**src/rtl/dice_roll_monitor.sv**
```systemverilog
// Receiving end of the electronic dice: detects the end of each roll, rejects short presses,
// validates the settled face value and publishes it with strobes, a roll counter and a 7-segment digit.
module dice_roll_monitor #(
    parameter int MIN_HOLD = 4,
    parameter int COUNT_W  = 8
) (
    input  logic               clk,
    input  logic               rst,
    input  logic               button,
    input  logic [2:0]         throw,
    output logic [2:0]         result,
    output logic               result_valid,
    output logic               err,
    output logic               short_press,
    output logic               double,
    output logic [COUNT_W-1:0] roll_count,
    output logic [6:0]         seg
);

    localparam int HOLD_W = (MIN_HOLD <= 1) ? 1 : $clog2(MIN_HOLD + 1);

    typedef enum logic [1:0] {
        IDLE   = 2'd0,
        HOLD   = 2'd1,
        SETTLE = 2'd2
    } state_t;

    state_t              state_q;
    logic [HOLD_W-1:0]   hold_cnt_q;
    logic [2:0]          result_q;
    logic                has_prev_q;
    logic [COUNT_W-1:0]  roll_count_q;
    logic [6:0]          seg_q;
    logic                result_valid_q;
    logic                err_q;
    logic                short_press_q;
    logic                double_q;

    logic [HOLD_W-1:0]   hold_cnt_d;
    logic [COUNT_W-1:0]  roll_count_d;
    logic [6:0]          seg_d;
    logic                throw_ok;
    logic                hold_met;

    function automatic logic [6:0] seg_encode(input logic [2:0] v);
        case (v)
            3'd1:    return 7'h06;
            3'd2:    return 7'h5B;
            3'd3:    return 7'h4F;
            3'd4:    return 7'h66;
            3'd5:    return 7'h6D;
            3'd6:    return 7'h7D;
            default: return 7'h00;
        endcase
    endfunction

    function automatic logic [COUNT_W-1:0] sat_inc_count(input logic [COUNT_W-1:0] v);
        return (&v) ? v : v + COUNT_W'(1);
    endfunction

    function automatic logic [HOLD_W-1:0] sat_inc_hold(input logic [HOLD_W-1:0] v);
        return (v >= HOLD_W'(MIN_HOLD)) ? v : v + HOLD_W'(1);
    endfunction

    always_comb begin
        hold_cnt_d   = sat_inc_hold(hold_cnt_q);
        roll_count_d = sat_inc_count(roll_count_q);
        seg_d        = seg_encode(throw);
        throw_ok     = (throw != 3'd0) && (throw != 3'd7);
        hold_met     = (hold_cnt_q >= HOLD_W'(MIN_HOLD));
    end

    // SETTLE is a one-cycle gap after release so the dice can register its final face.
    always_ff @(posedge clk or negedge rst) begin
        if (!rst) begin
            state_q        <= IDLE;
            hold_cnt_q     <= '0;
            result_q       <= 3'd0;
            has_prev_q     <= 1'b0;
            roll_count_q   <= '0;
            seg_q          <= 7'h00;
            result_valid_q <= 1'b0;
            err_q          <= 1'b0;
            short_press_q  <= 1'b0;
            double_q       <= 1'b0;
        end else begin
            result_valid_q <= 1'b0;
            err_q          <= 1'b0;
            short_press_q  <= 1'b0;
            double_q       <= 1'b0;
            case (state_q)
                IDLE: begin
                    if (button) begin
                        hold_cnt_q <= HOLD_W'(1);
                        state_q    <= HOLD;
                    end
                end
                HOLD: begin
                    if (button) begin
                        hold_cnt_q <= hold_cnt_d;
                    end else if (hold_met) begin
                        state_q <= SETTLE;
                    end else begin
                        short_press_q <= 1'b1;
                        state_q       <= IDLE;
                    end
                end
                SETTLE: begin
                    state_q <= IDLE;
                    if (throw_ok) begin
                        result_q       <= throw;
                        seg_q          <= seg_d;
                        result_valid_q <= 1'b1;
                        roll_count_q   <= roll_count_d;
                        double_q       <= has_prev_q && (throw == result_q);
                        has_prev_q     <= 1'b1;
                    end else begin
                        err_q <= 1'b1;
                    end
                end
                default: state_q <= IDLE;
            endcase
        end
    end

    assign result       = result_q;
    assign result_valid = result_valid_q;
    assign err          = err_q;
    assign short_press  = short_press_q;
    assign double       = double_q;
    assign roll_count   = roll_count_q;
    assign seg          = seg_q;

endmodule

```
**config.mk**
```make
export PLATFORM = sky130hd
export DESIGN_NAME = dice_roll_monitor
export DESIGN_NICKNAME = d
export VERILOG_FILES = /design/src/rtl/dice_roll_monitor.sv
export SDC_FILE = /design/constraint.sdc
export NUM_CORES = 1
export LEC_CHECK = 0
export CORE_UTILIZATION = 53
export CTS_BUF_LIST = sky130_fd_sc_hd__clkbuf_16
export DETAILED_ROUTE_END_ITERATION = 6
export PLACE_DENSITY = 0.89
export SYNTH_ARGS = -nofsm -noshare
export SYNTH_HDL_FRONTEND = slang
export SYNTH_SLANG_ARGS = --single-unit
export TNS_END_PERCENT = 50
```
**constraint.sdc**
```tcl
create_clock -name clk -period 2.24 [get_ports clk]
set_input_delay 0.224 -clock clk [delete_from_list [all_inputs] [get_ports clk]]
set_output_delay 0.224 -clock clk [all_outputs]
set_load 0.02 [all_outputs]
```
==> impl_metrics.csv, run 1 <==
group,metric,value,unit
yosys,synth-async-reset-ratio,1.00,
clocking,cts_root_buffer,"clkbuf_16",
power,combPwrFrac,0.309,
worst_setup_path,end_kind,"register",
worst_setup_path,setup.worst_path.start_class,"input port",
final_layout,fillers,152,
global_route,busiest_layer,"met2",
final_layout,area_growth,29.7,%
place,hpwl,2.01,mm
clocking,clk_path_buf_depth,2,
clocking,clk_latency,0.26,ns
yosys,syn_avg_cell_area,10.4,µm²
die,die_w,51.8,µm
global_route,grt_max_degree,28,
global_route,grt_pass1_vias,1089,
power,cellPowerDensity,939,nW/µm²
clocking,hold_buffers,0,
place,dpl-instance-area,1630,µm²
power,p_sw,0.519,mW
clocking,post_cts_resized,0,
timing,final_max_slew_viol_count,0,
timing,maxSlewHeadroom,0.733,
die,core,2280,µm²
detailed_routing,routed_wl,2.91,mm
timing,finalSetupViolations,0,
die,start_util,0.578,
timing,worstMarginPinSlew,0.396,ns
place,portBuffers,27,
global_route,gr-usage-all-layers,0.250,
detailed_routing,drc,0,
global_route,grt_pass1_wl,4.93,mm
timing,skew,0.00317,ns
clocking,cts_made_buffers,3,
final_layout,diodes,0,
power,p_sw_frac,0.324,
timing,hold_viol_final,0,
worst_setup_path,crit_type,"in -> reg",
yosys,syn_inst,126,
global_route,use_met2,0.403,
detailed_routing,drt_iter0_markers,13,
power,pwr-share-seq,0.439,
die,rows,17,
power,clock_power_share,0.252,
detailed_routing,ant_nets,0,
global_route,overflow,0,
yosys,ys.flop_type,"dfrtp_1",
clocking,cts_setup_buffers,0,
detailed_routing,viasPerCell,5.82,
clocking,cts_sinks,27,
outcome,status,"complete, no violations",
power,p_int,1.08,mW
place,gp_congestion,0.834,
yosys,synth_warnings,0,
clocking,cts-htree-levels,1,
die,ios,28,
worst_setup_path,cp_data_required_time,2.38,ns
die,dieArea,2680,µm²
worst_setup_path,path_max_fanout,8,
clocking,cts_tree,"built",
final_layout,seqCellArea,676,µm²
final_layout,drive_gt1_frac,0.108,
final_layout,final_cell_mix,"dfrtp_1 (27), clkdlybuf4s50_1 (27), nand2_1 (15)",
global_route,use_met1,0.322,
yosys,synth_seq_area_share,0.514,
power,ir_drop,0.683,mV
clocking,clk_pin_slew_worst_paths,0.07,ns
timing,max_clock_freq,0.549,GHz
final_layout,num-nets-final,166,
run,drv_cap,0,
timing,rsz0062_at_grt,"false",
die,die_h,51.8,µm
place,pre_cts_slack,0.238,ns
yosys,synth-seq-cells,27,
timing,setup_slack,0.417,ns
final_layout,design_area,1710,µm²
final_layout,multi_input_area,591,µm²
global_route,antenna_found_initial,0,
timing,period_share,0.814,
detailed_routing,routedWlPerCell,15.7,µm
global_route,grt_util_met3,0.0468,
yosys,syn_nets,134,
detailed_routing,firstDrtPassIters,4,
timing,tns,0,ns
yosys,synth_edf_count,0,
timing,min_period,1.82,ns
hold_path,worstHoldPathType,"in -> async",
yosys,syn_area,1320,µm²
yosys,yosysUniqueCellTypes,41,
detailed_routing,vias,1076,
power,p_leak,0.715,nW
worst_setup_path,cp.arrival,1.97,ns
==> power groups by stage <==
| stage | Clock (mW) | Combinational, mW | Sequential (mW) |
|---|---|---|---|
| floorplan | 0 | 0.206 | 0.773 |
| global placement | 0 | 0.478 | 0.699 |
| detailed placement | 0 | 0.498 | 0.711 |
| CTS | 0.405 | 0.502 | 0.703 |
| global route | 0.432 | 0.546 | 0.718 |
| finish | 0.403 | 0.495 | 0.704 |
==> metal layers <==
| metal | vias to the layer above | wire length (µm) |
|---|---|---|
| met5 | - | 0 |
| met4 | 0 | 59 |
| met3 | 10 | 113 |
| met2 | 27 | 1450 |
| met1 | 523 | 1290 |
| li1 | 516 | - |
==> path summary, 6_finish.rpt <==
check                                end  startpoint  cells past startpoint  slack (ns)
min in group clk              has_prev_q  has_prev_q                      1        0.48
max in group asynchronous    short_press         rst                      2        1.65
max                        roll_count[5]    throw[0]                      5        0.42
max reg2reg                roll_count[5]  state_q[0]                      4        0.50
min reg2reg                   has_prev_q  has_prev_q                      1        0.48
min                               seg[4]         rst                      2        0.33
==> synth_stat cells, types with 2 or more instances <==
master,number,area [µm²]
ha_1,2,25.0
dfrtp_1,27,676
o22ai_1,4,25.0
nor2_1,9,33.8
nand2b_1,3,18.8
nand3_1,6,30.0
a211oi_1,3,22.5
inv_1,3,11.3
o21a_1,2,15.0
xnor2_1,5,43.8
nand2_1,15,56.3
a21oi_1,11,55.1
o21ai_0,4,20.0
nand4_1,4,25.0
clkbuf_1,2,7.51
==> registers in the layout, indices dropped and copies added, names as in the netlist <==
name          cells
has_prev_q        1
double            1
roll_count        8
seg               6
hold_cnt_q        3
err               1
state_q           2
result_valid      1
result            3
short_press       1
==> per-stage QoR <==
stage | utilization | power [mW] | hold WS (ns) | std cells
6_report | 0.749 | 1.60 | 0.334 | 185
5_1_grt | 0.749 | 1.70 | 0.372 | 185
4_1_cts | 0.749 | 1.61 | 0.344 | 185
3_5_place_dp | 0.715 | 1.21 | 0.462 | 181
3_3_place_gp | 0.715 | 1.18 | 0.459 | 181
2_1_floorplan | - | 0.979 | -0.0716 | 126
==> critical path: stages <==
cell             delay (ns)
clkdlybuf4s50_1        0.68
nor3_2                 0.14
nor4_4                 0.40
nand3_1                0.18
mux2_1                 0.34
==> logic make-up (layout without fill, tap and decap cells) <==
| logic type | after synthesis | count (layout) | synth area share |
|---|---|---|---|
| and+or+nand+nor | 50 | 50 | 0.226 |
| AOI/OAI and AO/OA | 29 | 29 | 0.136 |
| DFF | 27 | 27 | 0.514 |
| buffers and inverters | 9 | 40 | 0.0371 |
| xor gates and xnor gates | 6 | 6 | 0.0400 |
| muxes | 3 | 3 | 0.0285 |
| adders and majority gates | 2 | 2 | 0.0190 |
==> cell type report <==
cell class                 instances  area share
clock buffer                       3      0.0440
clock inverter                     1     0.00220
inverter                           4      0.0103
multi-input combinational         90       0.346
sequential                        27       0.396
tap                               28      0.0205
timing repair buffer              32       0.180
No activity file was read; power rests on OpenSTA's default activity.
==> inputs of run 2 (changes only) <==
--- a/config.mk
+++ b/config.mk
@@ -5,10 +5,10 @@
 export SDC_FILE = /design/constraint.sdc
 export NUM_CORES = 1
 export LEC_CHECK = 0
-export CORE_UTILIZATION = 53
+export CORE_UTILIZATION = 49
 export CTS_BUF_LIST = sky130_fd_sc_hd__clkbuf_16
 export DETAILED_ROUTE_END_ITERATION = 6
-export PLACE_DENSITY = 0.89
+export PLACE_DENSITY = 0.83
 export SYNTH_ARGS = -nofsm -noshare
 export SYNTH_HDL_FRONTEND = slang
 export SYNTH_SLANG_ARGS = --single-unit
==> constraint.sdc (replaced) <==
create_clock -name clk -period 1.7 [get_ports clk]
set_input_delay 0.17 -clock clk [delete_from_list [all_inputs] [get_ports clk]]
set_output_delay 0.17 -clock clk [all_outputs]
set_load 0.02 [all_outputs]
==> impl_metrics.csv, run 2 (same netlist as run 1, synthesis figures left out) <==
group,metric,value,unit
clocking,clk_path_buf_depth,2,
global_route,grt_pass1_wl,4.35,mm
timing,holdWs,0.281,ns
outcome,status,"complete, no violations",
place,gp_congestion,0.806,
worst_setup_path,cpPeakStageDelay,0.46,ns
final_layout,area_growth,35.6,%
final_layout,fillers,167,
worst_setup_path,cp_cell_sequence,"nand3b_1, nor4_4, nand3_1, mux2_1",
detailed_routing,vias,1087,
clocking,clk_pin_slew_worst_paths,0.07,ns
detailed_routing,drt_iter0_markers,18,
detailed_routing,ant_nets,0,
detailed_routing,routed_wl,2.64,mm
global_route,antenna_found_initial,0,
place,dpl-instance-area,1700,µm²
power,combPwrFrac,0.311,
final_layout,final_cell_mix,"dfrtp_1 (27), clkdlybuf4s50_1 (27), nand2_1 (15), buf_4 (15), a21oi_1 (11)",
timing,rsz0062_at_grt,"false",
die,core,2500,µm²
die,die_h,53.8,µm
clocking,cts_setup_buffers,0,
final_layout,seqCellArea,676,µm²
clocking,post_cts_resized,0,
detailed_routing,viasPerCell,5.52,
die,dieArea,2890,µm²
worst_setup_path,crit_cells,4,
die,ios,28,
worst_setup_path,crit_type,"reg -> reg",
die,rows,18,
worst_setup_path,cpMaxStageDelayCell,"dfrtp_1",
die,start_util,0.526,
clocking,cts_made_buffers,3,
run,drv_cap,0,
global_route,grt_pass1_vias,979,
clocking,cts_tree,"built",
clocking,clk_latency,0.27,ns
global_route,overflow,0,
clocking,cts_sinks,27,
timing,final_max_slew_viol_count,0,
power,pwr-share-seq,0.435,
place,hpwl,1.91,mm
timing,period_share,0.925,
power,ir_drop,0.881,mV
final_layout,diodes,0,
power,p_int,1.44,mW
worst_setup_path,path_max_fanout,9,
power,p_sw_frac,0.319,
worst_setup_path,worst_path_dominant_cell_family,"simple AND/OR/NAND/NOR gates",
worst_setup_path,end_kind,"register",
worst_setup_path,setup.worst_path.start_class,"register",
timing,maxSlewHeadroom,0.748,
timing,min_period,1.57,ns
power,clock_power_share,0.254,
final_layout,final_core_util,0.713,
power,total_power,2.11,mW
detailed_routing,firstDrtPassIters,4,
timing,max_clock_freq,0.636,GHz
clocking,hold_buffers,0,
hold_path,worstHoldPathType,"in -> async",
power,p_sw,0.675,mW
worst_setup_path,cp_data_required_time,1.84,ns
final_layout,largest_register_ffs,8,
global_route,gr-usage-all-layers,0.217,
clocking,cts-htree-levels,1,
place,portBuffers,27,
timing,skew,0.00219,ns
final_layout,num-nets-final,176,
worst_setup_path,cp.arrival,1.72,ns
timing,finalSetupViolations,0,
die,die_w,53.8,µm
power,cellPowerDensity,1190,nW/µm²
global_route,grt_max_degree,28,
final_layout,drive_gt1_frac,0.162,
power,p_leak,0.763,nW
detailed_routing,drc,0,
worst_setup_path,r2r_cells,4,
clocking,cts_root_buffer,"clkbuf_16",
timing,worstMarginPinSlew,0.375,ns
final_layout,multi_input_area,591,µm²
timing,hold_viol_final,0,
detailed_routing,routedWlPerCell,13.4,µm
final_layout,design_area,1780,µm²
worst_setup_path,critPathBufInv,0,
run 2: cell count changes in the layout (fill, tap and decap cells not counted), sizes merged:
cell	before	now
buf	5	15
run 2: power groups by stage:
stage / clock network (mW) / logic [mW] / registers (mW)
after floorplan: 0 / 0.271 / 1.02
after global placement: 0 / 0.642 / 0.919
after detailed placement: 0 / 0.661 / 0.932
after CTS: 0.549 / 0.665 / 0.920
after global routing: 0.566 / 0.720 / 0.943
final: 0.537 / 0.657 / 0.921
run 2: path summary, 6_finish.rpt:
check / startpoint / endpoint / slack (ns)
worst max-delay path: state_q[0] / roll_count[5] / 0.13
worst min-delay path: rst / result[1] / 0.28
worst max register to register: state_q[0] / roll_count[5] / 0.13
worst min register to register: has_prev_q / has_prev_q / 0.47
max in group asynchronous: rst / roll_count[3] / 1.17
min in group clk: has_prev_q / has_prev_q / 0.47
run 2: metrics by stage:
stage               std cells  setup TNS (ns)  setup slack [ns]
floorplan                 126               0             0.190
global placement          193          -0.321            -0.113
finish                    197               0             0.127
global route              197               0            0.0170
CTS                       197               0             0.117
detailed placement        193          -0.501            -0.138
run 2: worst reg2reg max path, delay by kind of cell, from the launching register on:
family	cells	cell delay (ns)
flops	1	0.46
simple gates	3	0.65
mux	1	0.34
run 2: cell type report:
type | count | share of cell area
timing repair buffer | 42 | 0.215
inverter | 4 | 0.00982
tap | 30 | 0.0211
sequential | 27 | 0.379
clock inverter | 1 | 0.00211
clock buffer | 3 | 0.0421
multi-input combinational | 90 | 0.331
run 2: routing by layer:
metal  vias up  GRT usage  share of wire
li1        535          -              -
met1       531      0.274           0.47
met2        16      0.352           0.48
met3         5     0.0424          0.029
met4         0      0.105          0.018
met5         -          0              0
